[src/rtl/qos_arbiter_pkg.sv]
// ---------------------------------------------------------------------------
// qos_arbiter_pkg
// Shared constants, FSM state type and a saturating-increment helper for the
// QoS virtual-channel arbiter and its round-robin selector.
// ---------------------------------------------------------------------------
package qos_arbiter_pkg;

    localparam int DATA_W   = 12;
    localparam int NUM_VC   = 4;
    localparam int DEST_LSB = 8;
    localparam int DEST_MSB = 9;
    localparam int CNT_W    = 8;

    // IDLE: nothing was granted this cycle; SERVE: a word was granted.
    typedef enum logic {
        IDLE  = 1'b0,
        SERVE = 1'b1
    } arb_state_t;

    // Counter increment that sticks at all-ones instead of wrapping.
    function automatic logic [CNT_W-1:0] satInc(input logic [CNT_W-1:0] value);
        return (value == {CNT_W{1'b1}}) ? value : value + 1'b1;
    endfunction

endpackage

[src/rtl/qos_arbiter_rr_select.sv]
// ---------------------------------------------------------------------------
// rr_select
// Purely combinational round-robin picker over four requesters.
// The search begins at lastGrant+1 (mod 4) and walks upward with wrap, so the
// previously served VC is the last one considered.
//
// Ports
//   eligible     in  [3:0]  per-VC request (already qualified by the caller)
//   last_grant   in  [1:0]  index of the most recent grant
//   grant_onehot out [3:0]  one-hot grant, zero when nothing is eligible
//   grant_idx    out [1:0]  binary index of the grant (last_grant when none)
//   any_grant    out        high when some VC was chosen
// ---------------------------------------------------------------------------
module rr_select
    import qos_arbiter_pkg::*;
(
    input  logic [NUM_VC-1:0] eligible,
    input  logic [1:0]        last_grant,
    output logic [NUM_VC-1:0] grant_onehot,
    output logic [1:0]        grant_idx,
    output logic              any_grant
);

    logic [1:0] w_cand;

    // Walk the four candidates in priority order and keep the first hit.
    // The 2-bit add wraps naturally, and the fourth step lands back on
    // last_grant so a lone requester is still served every cycle.
    always_comb begin
        grant_onehot = '0;
        grant_idx    = last_grant;
        any_grant    = 1'b0;
        w_cand       = '0;
        for (int k = 1; k <= NUM_VC; k++) begin
            w_cand = last_grant + 2'(k);
            if (!any_grant && eligible[w_cand]) begin
                any_grant            = 1'b1;
                grant_idx            = w_cand;
                grant_onehot[w_cand] = 1'b1;
            end
        end
    end

endmodule

[src/rtl/qos_arbiter.sv]
// ---------------------------------------------------------------------------
// qos_arbiter
// Round-robin arbiter draining four first-word-fall-through VC FIFOs into one
// registered output stream. A VC whose head word targets an almost-full
// destination is skipped that cycle without stalling the others.
//
// Ports
//   clk               in       clock, all state on the rising edge
//   reset             in       synchronous, active-high
//   fifo_empty        in  [3:0] per-VC empty flags
//   fifo_data0..3     in  [11:0] head word of each VC (dest in bits [9:8])
//   dest_almost_full  in  [3:0] downstream back-pressure, indexed by dest
//   pop               out [3:0] one-hot pop strobe (combinational)
//   arb_out           out [11:0] registered granted word, zero when idle
//   arb_valid         out       arb_out holds a freshly granted word
//
// Optional build macro QOS_ARB_STATS_EN adds:
//   grant_cnt0..3     out [7:0] saturating per-VC grant counters
//   blocked_cnt       out [7:0] saturating count of back-pressured cycles
// ---------------------------------------------------------------------------
module qos_arbiter
    import qos_arbiter_pkg::*;
#(
    parameter int DATA_W = qos_arbiter_pkg::DATA_W,
    parameter int NUM_VC = qos_arbiter_pkg::NUM_VC
) (
    input  logic              clk,
    input  logic              reset,
    input  logic [NUM_VC-1:0] fifo_empty,
    input  logic [DATA_W-1:0] fifo_data0,
    input  logic [DATA_W-1:0] fifo_data1,
    input  logic [DATA_W-1:0] fifo_data2,
    input  logic [DATA_W-1:0] fifo_data3,
    input  logic [NUM_VC-1:0] dest_almost_full,
    output logic [NUM_VC-1:0] pop,
    output logic [DATA_W-1:0] arb_out,
    output logic              arb_valid
`ifdef QOS_ARB_STATS_EN
    ,
    output logic [CNT_W-1:0]  grant_cnt0,
    output logic [CNT_W-1:0]  grant_cnt1,
    output logic [CNT_W-1:0]  grant_cnt2,
    output logic [CNT_W-1:0]  grant_cnt3,
    output logic [CNT_W-1:0]  blocked_cnt
`endif
);

    logic [DATA_W-1:0] w_data [NUM_VC];
    logic [1:0]        w_dest [NUM_VC];
    logic [NUM_VC-1:0] w_eligible;
    logic [NUM_VC-1:0] w_grantOnehot;
    logic [1:0]        w_grantIdx;
    logic              w_anyGrant;

    arb_state_t        r_state;
    logic [DATA_W-1:0] r_arbOut;
    logic [1:0]        r_lastGrant;

    assign w_data[0] = fifo_data0;
    assign w_data[1] = fifo_data1;
    assign w_data[2] = fifo_data2;
    assign w_data[3] = fifo_data3;

    // A VC may compete only if it has a word, its head's destination is not
    // back-pressured this very cycle, and we are not in reset. Gating reset
    // here keeps pop low during reset without a separate output mask.
    always_comb begin
        for (int i = 0; i < NUM_VC; i++) begin
            w_dest[i]     = w_data[i][DEST_MSB:DEST_LSB];
            w_eligible[i] = !reset && !fifo_empty[i] && !dest_almost_full[w_dest[i]];
        end
    end

    rr_select u_rrSelect (
        .eligible     (w_eligible),
        .last_grant   (r_lastGrant),
        .grant_onehot (w_grantOnehot),
        .grant_idx    (w_grantIdx),
        .any_grant    (w_anyGrant)
    );

    assign pop = w_grantOnehot;

    // Two-state FSM that also registers the output word. Reset leaves the
    // round-robin pointer at 3 so VC0 is searched first afterwards; idle
    // cycles flush the output to zero but keep the pointer where it was.
    always_ff @(posedge clk) begin
        if (reset) begin
            r_state     <= IDLE;
            r_arbOut    <= '0;
            r_lastGrant <= 2'd3;
        end else if (w_anyGrant) begin
            r_state     <= SERVE;
            r_arbOut    <= w_data[w_grantIdx];
            r_lastGrant <= w_grantIdx;
        end else begin
            r_state     <= IDLE;
            r_arbOut    <= '0;
        end
    end

    assign arb_out   = r_arbOut;
    assign arb_valid = (r_state == SERVE);

`ifdef QOS_ARB_STATS_EN
    logic [CNT_W-1:0] r_grantCnt [NUM_VC];
    logic [CNT_W-1:0] r_blockedCnt;
    logic             w_anyBlocked;

    // A cycle counts as blocked when some VC holds data but its destination
    // is almost full, regardless of whether another VC was granted.
    always_comb begin
        w_anyBlocked = 1'b0;
        for (int i = 0; i < NUM_VC; i++) begin
            if (!fifo_empty[i] && dest_almost_full[w_dest[i]]) begin
                w_anyBlocked = 1'b1;
            end
        end
    end

    // Saturating statistics; they stop at 255 rather than wrapping so a
    // long run never reads back as a small number.
    always_ff @(posedge clk) begin
        if (reset) begin
            for (int i = 0; i < NUM_VC; i++) begin
                r_grantCnt[i] <= '0;
            end
            r_blockedCnt <= '0;
        end else begin
            if (w_anyGrant) begin
                r_grantCnt[w_grantIdx] <= satInc(r_grantCnt[w_grantIdx]);
            end
            if (w_anyBlocked) begin
                r_blockedCnt <= satInc(r_blockedCnt);
            end
        end
    end

    assign grant_cnt0  = r_grantCnt[0];
    assign grant_cnt1  = r_grantCnt[1];
    assign grant_cnt2  = r_grantCnt[2];
    assign grant_cnt3  = r_grantCnt[3];
    assign blocked_cnt = r_blockedCnt;
`endif

endmodule

[config.mk]
export PLATFORM = sky130hd
export DESIGN_NAME = qos_arbiter
export DESIGN_NICKNAME = d
export VERILOG_FILES = /design/src/rtl/qos_arbiter_pkg.sv /design/src/rtl/qos_arbiter_rr_select.sv /design/src/rtl/qos_arbiter.sv
export SDC_FILE = /design/constraint.sdc
export NUM_CORES = 1
export LEC_CHECK = 0
export ABC_AREA = 1
export CAP_MARGIN = 10
export CELL_PAD_IN_SITES_DETAIL_PLACEMENT = 1
export CELL_PAD_IN_SITES_GLOBAL_PLACEMENT = 2
export CORE_ASPECT_RATIO = 1.75
export CORE_MARGIN = 3
export CORE_UTILIZATION = 21
export DETAILED_ROUTE_END_ITERATION = 16
export PLACE_DENSITY = 0.85
export SLEW_MARGIN = 40
export SYNTH_ARGS = -nofsm -noshare
export SYNTH_HDL_FRONTEND = slang
export SYNTH_SLANG_ARGS = --single-unit
export TNS_END_PERCENT = 5
[constraint.sdc]
create_clock -name clk -period 2.8 [get_ports clk]
set_clock_uncertainty 0.15 [all_clocks]
set_input_delay 0.56 -clock clk [delete_from_list [all_inputs] [get_ports clk]]
set_output_delay 0.56 -clock clk [all_outputs]
set_load 0.005 [all_outputs]
==> results of run 1 <==
[worst max-delay path, cell delays in order]
cell and delay (ns):
clkdlybuf4s15_1 0.18, inv_2 0.10, nand2_2 0.06, nand3_2 0.08
nand3_2 0.10, nand2_2 0.10, nand2_2 0.07, nand2_4 0.08
nand2_8 0.07, buf_6 0.13, nand3_4 0.09, inv_4 0.05
a21oi_2 0.13, o21ai_1 0.07, buf_2 0.12
[placed cells by master (no fill, tap or decap), types with 2 or more instances in the layout]
master and count:
a21oi_1 3, dlygate4sd2_1 6, ha_1 8, clkbuf_16 3
nand3_1 38, clkdlybuf4s50_1 53, inv_2 17, nand3b_1 10
buf_2 4, o21ai_2 2, nand2_4 7, nand3_4 4
nand2_1 53, nand2_2 12, buf_12 2, a21oi_2 11
o21ai_1 3, clkdlybuf4s15_1 5, nand4_1 6, clkbuf_2 5
dfxtp_1 15, nor2_2 5, buf_4 35, nand3_2 22
inv_1 40
[cell families (layout without fill, tap and decap cells)]
family,after synthesis,count (layout),synth area share
AND/OR/NAND/NOR,161,161,0.521
flip-flops,15,15,0.171
adder cells (fa/ha/maj),8,8,0.0569
buffers and inverters,68,174,0.164
AO/OA/AOI/OAI,22,22,0.0875
[cell usage after synthesis (all sizes together)]
cell type and count:
nand2 73, a21boi 1, nand3 64, nand4 7, o2111ai 2, nor2 7, inv 58, o21ai 5
ha 8, nand3b 10, a21oi 14, buf 10, dfxtp 15
[layout make-up]
type | instances | area [um^2]
Clock inverter | 1 | 7.51
Tap cell | 90 | 113
Inverter | 58 | 220
Fill cell | 1018 | 4990
Timing Repair Buffer | 112 | 1000
Sequential cell | 15 | 300
Multi-Input combinational cell | 191 | 1310
Clock buffer | 3 | 75.1
[power groups by stage]
stage	clock network [mW]	logic, mW	registers (mW)
3_3_place_gp	0	2.69	0.378
6_report	0.290	2.82	0.373
3_5_place_dp	0	2.75	0.378
4_1_cts	0.298	2.84	0.374
2_1_floorplan	0	1.72	0.391
5_1_grt	0.304	3.15	0.381
[through the flow]
step	util	worst slack, ns	cells
after floorplan	-	0.234	274
after CTS	0.369	0.00645	468
after global routing	0.378	-0.00800	470
after global placement	0.350	-0.652	460
final	0.378	0.112	470
after detailed placement	0.350	-0.685	460
[registers in the layout (all words and copies together) (netlist names)]
signal       cells
r_lastGrant      2
arb_out         12
arb_valid        1
[worst max-delay path by stage]
| stage | from | end | slack [ns] | cells after the start |
|---|---|---|---|---|
| after floorplan | r_lastGrant[0] | pop[0] | 0.23 | 12 |
| after global routing | dest_almost_full[0] | pop[2] | -0.008 | 15 |
| final | dest_almost_full[0] | pop[2] | 0.11 | 15 |
| after CTS | fifo_empty[2] | pop[3] | 0.006 | 12 |
| after detailed placement | fifo_data0[8] | pop[0] | -0.69 | 16 |
| after global placement | fifo_data0[8] | pop[2] | -0.65 | 16 |
[layer usage]
layer | vias up | share of wire | GRT usage
met1 | 997 | 0.35 | 0.142
li1 | 1089 | - | -
met5 | - | 0 | 0
met4 | 0 | 0.0064 | 0.0247
met2 | 41 | 0.62 | 0.305
met3 | 4 | 0.025 | 0.0102
[what timing repair did]
action,CTS,global route
endpoints found under the hold margin,0,0
pin swaps,18,16
gates resized for setup,65,31
endpoints found under the setup margin,4,4
setup buffers,4,2
==> out/qor.txt, run 1 <==
combinational power share - 0.809
post-synth net total - 340
Ports - 75
die height - 127 um
drc violations - 0
Die X - 75.2 um
all-layer global routing usage - 0.144
Worst R2R Start - r_lastGrant[0]
Slew Viols, Final - 0
GPL Wtd Cong - 0.811
CTS tree - built
initial antenna violation count - 0
number of buffers added on ports - 74
Seq pwr share - 0.107
P_leak - 1.47 nW
hold_buf cts - 0
number of global-route vias before repair - 2327
Sink Count - 15
crit end category - output pin
overall die area - 0.00955 mm^2
post-synth top area share - 0.171
final net count - 447
hpwl dp - 5380 um
drt total wl - 6610 um
Critical Path Fanout Max - 5
critical path class - in2out
Synth Warn # - 0
Initial Util - 0.219
Max IR drop VDD - 0.533 mV
Min-Delay Path Class - in2reg
R2R cell count - 13
Initial DRC Count - 70
sw power - 1.69 mW
final setup TNS - 0 ns
arrival time worst endpoint - 1.98 ns
clk buf depth - 2
Worst slew margin - 0.814
Worst Tran Pin Value - 0.279 ns
R2R Setup Slk - 0.48 ns
cts bufs inserted - 3
Design Power - 3.48 mW
# H-tree levels - 1
Syn-to-layout area delta - 72.3%
internal power - 1.79 mW
Syn Area/Cell - 6.42 um^2
Reg-to-Reg End - arb_out[11]
Post-DRT Antenna Nets - 0
endpoints failing hold - 0
WP data required - 2.09 ns
Sw Share - 0.487
Post-Syn Area - 0.00176 mm^2
Pwr Density - 1150 mW/mm^2
core area - 0.00802 mm^2
vias per std cell - 4.53
clock root cell - clkbuf_16
Hold Path Sink - r_lastGrant[0]
clock network fraction of total power - 0.083
max-cap violations - 0
largest net degree at the start of global routing - 26
most area-hungry cell type in the Yosys netlist - dfxtp_1
CP Launch Type - input port
clk_lat worst skew - 0.25 ns
Hold Crit Depth - 4
DR WL/cell - 14.1 um
fin crit share - 0.960
run status - complete, no violations
total grt overflow - 0
drt pass-1 iters - 4
cells after synthesis - 274
Area after DPL - 0.00281 mm^2
Synth cell types - 24
hold_sp - reset
diode count - 0
Design Area, Final - 0.00303 mm^2
Reg clk slew, reported paths - 0.05 ns
sequential share of the synthesized area - 0.171
Final min period - 2.69 ns
top post-synthesis cells by area - dfxtp_1 17%, nand2_1 13%, nand3_1 13%, inv_1 10%, nand3_2 9.7%
f_max - 372 MHz
share of layout cells above drive strength 1 - 0.358
# rows - 43
Final setup viols - 0
#FFs+latches synth - 15
via count - 2131
first-pass GRT wire length - 10800 um
Min Hold Slack - 0.613 ns
No activity file was read; power rests on OpenSTA's default activity.
==> run 2, diff against run 1 <==
Settings changed: CORE_UTILIZATION 21 to 25, DONT_BUFFER_PORTS from default to 1, PLACE_DENSITY 0.85 to 0.71.
Clock period 2.8 ns to 2.5 ns, I/O delays scaled along.
==> run 2 against run 1 <==
  * Cell count fell by 20%
  * Power rose by 0.22%
  * First-iteration DRC count fell by 50%
  * Combinational power fell by 4%
  * Setup slack got worse by 0.046 ns
  * Register-to-register slack got worse by 0.24 ns
  * Sequential power rose by 23%
  * Critical path type is now reg2out
  * Critical endpoint unchanged
  * Highest routed layer unchanged
==> out/qor.txt, run 2 (synthesis gave the netlist of run 1 again) <==
final net count - 360 (was 447)
via count - 1841 (was 2131)
drt pass-1 iters - 4 (unchanged)
clk buf depth - 2 (unchanged)
WP data required - 1.85 ns (was 2.09 ns)
clock root cell - clkbuf_16 (unchanged)
CTS tree - built (unchanged)
Sink Count - 15 (unchanged)
# rows - 39 (was 43)
arrival time worst endpoint - 1.78 ns (was 1.98 ns)
largest net degree at the start of global routing - 26 (unchanged)
share of layout cells above drive strength 1 - 0.348 (was 0.358)
post-layout util - 0.331 (was 0.378)
Die X - 69.4 um (was 75.2 um)
Post-Place Worst Slack - -0.0398 ns (was -0.685 ns)
first-pass GRT wire length - 9170 um (was 10800 um)
Min-Delay Path Class - in2reg (unchanged)
core area - 0.00669 mm^2 (was 0.00802 mm^2)
Post-DRT Antenna Nets - 0 (unchanged)
number of buffers added on ports - 0 (was 74)
Final min period - 2.43 ns
Worst slew margin - 0.767 (was 0.814)
Critical Path Fanout Max - 3 (was 5)
number of global-route vias before repair - 1938 (was 2327)
Final setup viols - 0 (unchanged)
most common cell after layout, fill and taps aside - nand2_1
max reg flops - 12 (unchanged)
P_leak - 1.09 nW (was 1.47 nW)
Buf+Inv Stages, Crit Path - 5 (unchanged)
Slew Viols, Final - 0 (unchanged)
max-cap violations - 0 (unchanged)
Sw Share - 0.528 (was 0.487)
f_max - 411 MHz
vias per std cell - 4.91 (was 4.53)
critical path cell sequence - inv_4, ha_4, buf_6, nand3_4, nand2_4, buf_4, nand3_4, inv_4, a21oi_2, o21ai_1, buf_4 (was clkdlybuf4s15_1, inv_2, nand2_2, nand3_2, nand3_2, nand2_2, nand2_2, nand2_4, nand2_8, buf_6, nand3_4, inv_4, a21oi_2, o21ai_1, buf_2)
Ports - 75 (unchanged)
Final Non-Filler Cells - 375 (was 470)
sw power - 1.84 mW (was 1.69 mW)
clock network fraction of total power - 0.090 (was 0.083)
DR WL/cell - 15.8 um (was 14.1 um)
hold_buf cts - 0 (unchanged)
initial antenna violation count - 0 (unchanged)
die height - 117 um (was 127 um)
CP delay by family, top - buffers and inverters (was simple AND/OR/NAND/NOR gates)
cts bufs inserted - 3 (unchanged)
DP Cell Count - 365 (was 460)
fin worst setup slack - 0.0656 ns (was 0.112 ns)
Pwr Density - 1570 mW/mm^2 (was 1150 mW/mm^2)
all-layer global routing usage - 0.141 (was 0.144)
drt total wl - 5930 um (was 6610 um)
CP max stage delay - 0.36 ns (was 0.18 ns)
CP Launch Type - flop (was input port)
diode count - 0 (unchanged)
Syn-to-layout area delta - 26.1% (was 72.3%)
critical path's slowest cell - dfxtp_4 (was clkdlybuf4s15_1)
Reg clk slew, reported paths - 0.05 ns (about the same)
overall die area - 0.00811 mm^2 (was 0.00955 mm^2)
run status - complete, no violations (unchanged)
crit end category - output pin (unchanged)
total grt overflow - 0 (unchanged)
fin crit share - 0.974
internal power - 1.64 mW (was 1.79 mW)
Seq pwr share - 0.131 (was 0.107)
Max IR drop VDD - 0.726 mV (was 0.533 mV)
# H-tree levels - 1 (unchanged)
combinational power share - 0.779 (was 0.809)
critical path class - reg2out (was in2out)
GPL Wtd Cong - 0.845 (was 0.811)
commonest cells after routing, fill and taps aside - 58 x nand2_1, 42 x inv_1, 41 x nand3_1, 21 x buf_4, 19 x nand3_2 (was 53 x nand2_1, 53 x clkdlybuf4s50_1, 40 x inv_1, 38 x nand3_1, 35 x buf_4)
Initial DRC Count - 35 (was 70)
drc violations - 0 (unchanged)
clk_lat worst skew - 0.24 ns (was 0.25 ns)
Initial Util - 0.263 (was 0.219)
hpwl dp - 4720 um (was 5380 um)
Worst Tran Pin Value - 0.347 ns (was 0.279 ns)
endpoints failing hold - 0 (unchanged)
## run 2: cell types whose count changed in the layout (fill, tap and decap cells not counted), sizes merged
cell | before | now
dlygate4sd2 | 6 | 0
clkdlybuf4s15 | 5 | 0
clkinvlp | 1 | 0
clkbuf | 8 | 4
buf | 42 | 25
clkdlybuf4s50 | 53 | 0
dlymetal6s2s | 1 | 0
## run 2: worst reg2reg max path, cell delays in order (launching register included)
cell and delay (ns):
dfxtp_4 0.36, inv_4 0.05, ha_4 0.30, buf_6 0.12, nand3_4 0.08, nand2_4 0.08, buf_4 0.11, nand3_4 0.09
buf_4 0.16, nand2_4 0.06, buf_4 0.27, nand3_1 0.13, nand3_1 0.10, a21oi_1 0.07
## run 2: power by group through the flow
stage	logic, mW	clock network (mW)	registers [mW]
after floorplan	1.93	0	0.438
after CTS	2.59	0.323	0.458
final	2.72	0.315	0.457
after detailed placement	2.50	0	0.454
after global placement	2.45	0	0.458
after global routing	3.05	0.336	0.476
## run 2: final cells by class
type	instances	area, um^2
fillers	856	4470
multi-input cells	191	1290
flip-flops and latches	15	305
inverters	58	228
repair buffers	25	210
well taps	82	103
clock buffers	4	78.8
## run 2: path summary, 6_finish.rpt
check                  from        endpoint  slack (ns)  depth (start not counted)
max          r_lastGrant[0]          pop[2]        0.07                         11
min reg2reg  r_lastGrant[0]  r_lastGrant[0]        0.76                          4
max reg2reg  r_lastGrant[0]      arb_out[8]        0.24                         13
min                   reset  r_lastGrant[1]        0.22                          2
## run 2: metrics by stage
stage | area (um^2) | total power, mW | TNS (ns) | hold WS (ns)
after floorplan | 1760 | 2.37 | 0 | 0.454
after global placement | 1930 | 2.90 | -0.0166 | 0.464
after detailed placement | 1930 | 2.96 | -0.0607 | 0.468
after CTS | 2080 | 3.37 | 0 | 0.220
after global routing | 2220 | 3.86 | -0.0310 | 0.246
final | 2220 | 3.49 | 0 | 0.224
## run 2: timing repair
action	4_1_cts	5_1_grt
setup buffers	3	3
setup endpoints to repair	4	4
resized for setup	14	33
pin swaps	5	13
## run 2: per-layer routing
| layer | share of wire | vias up | track usage | routed length [um] |
|---|---|---|---|---|
| met2 | 0.61 | 48 | 0.309 | 3630 |
| li1 | - | 911 | - | - |
| met1 | 0.33 | 874 | 0.127 | 1960 |
| met5 | 0 | - | 0 | 0 |
| met3 | 0.037 | 8 | 0.0239 | 221 |
| met4 | 0.021 | 0 | 0.0443 | 124 |
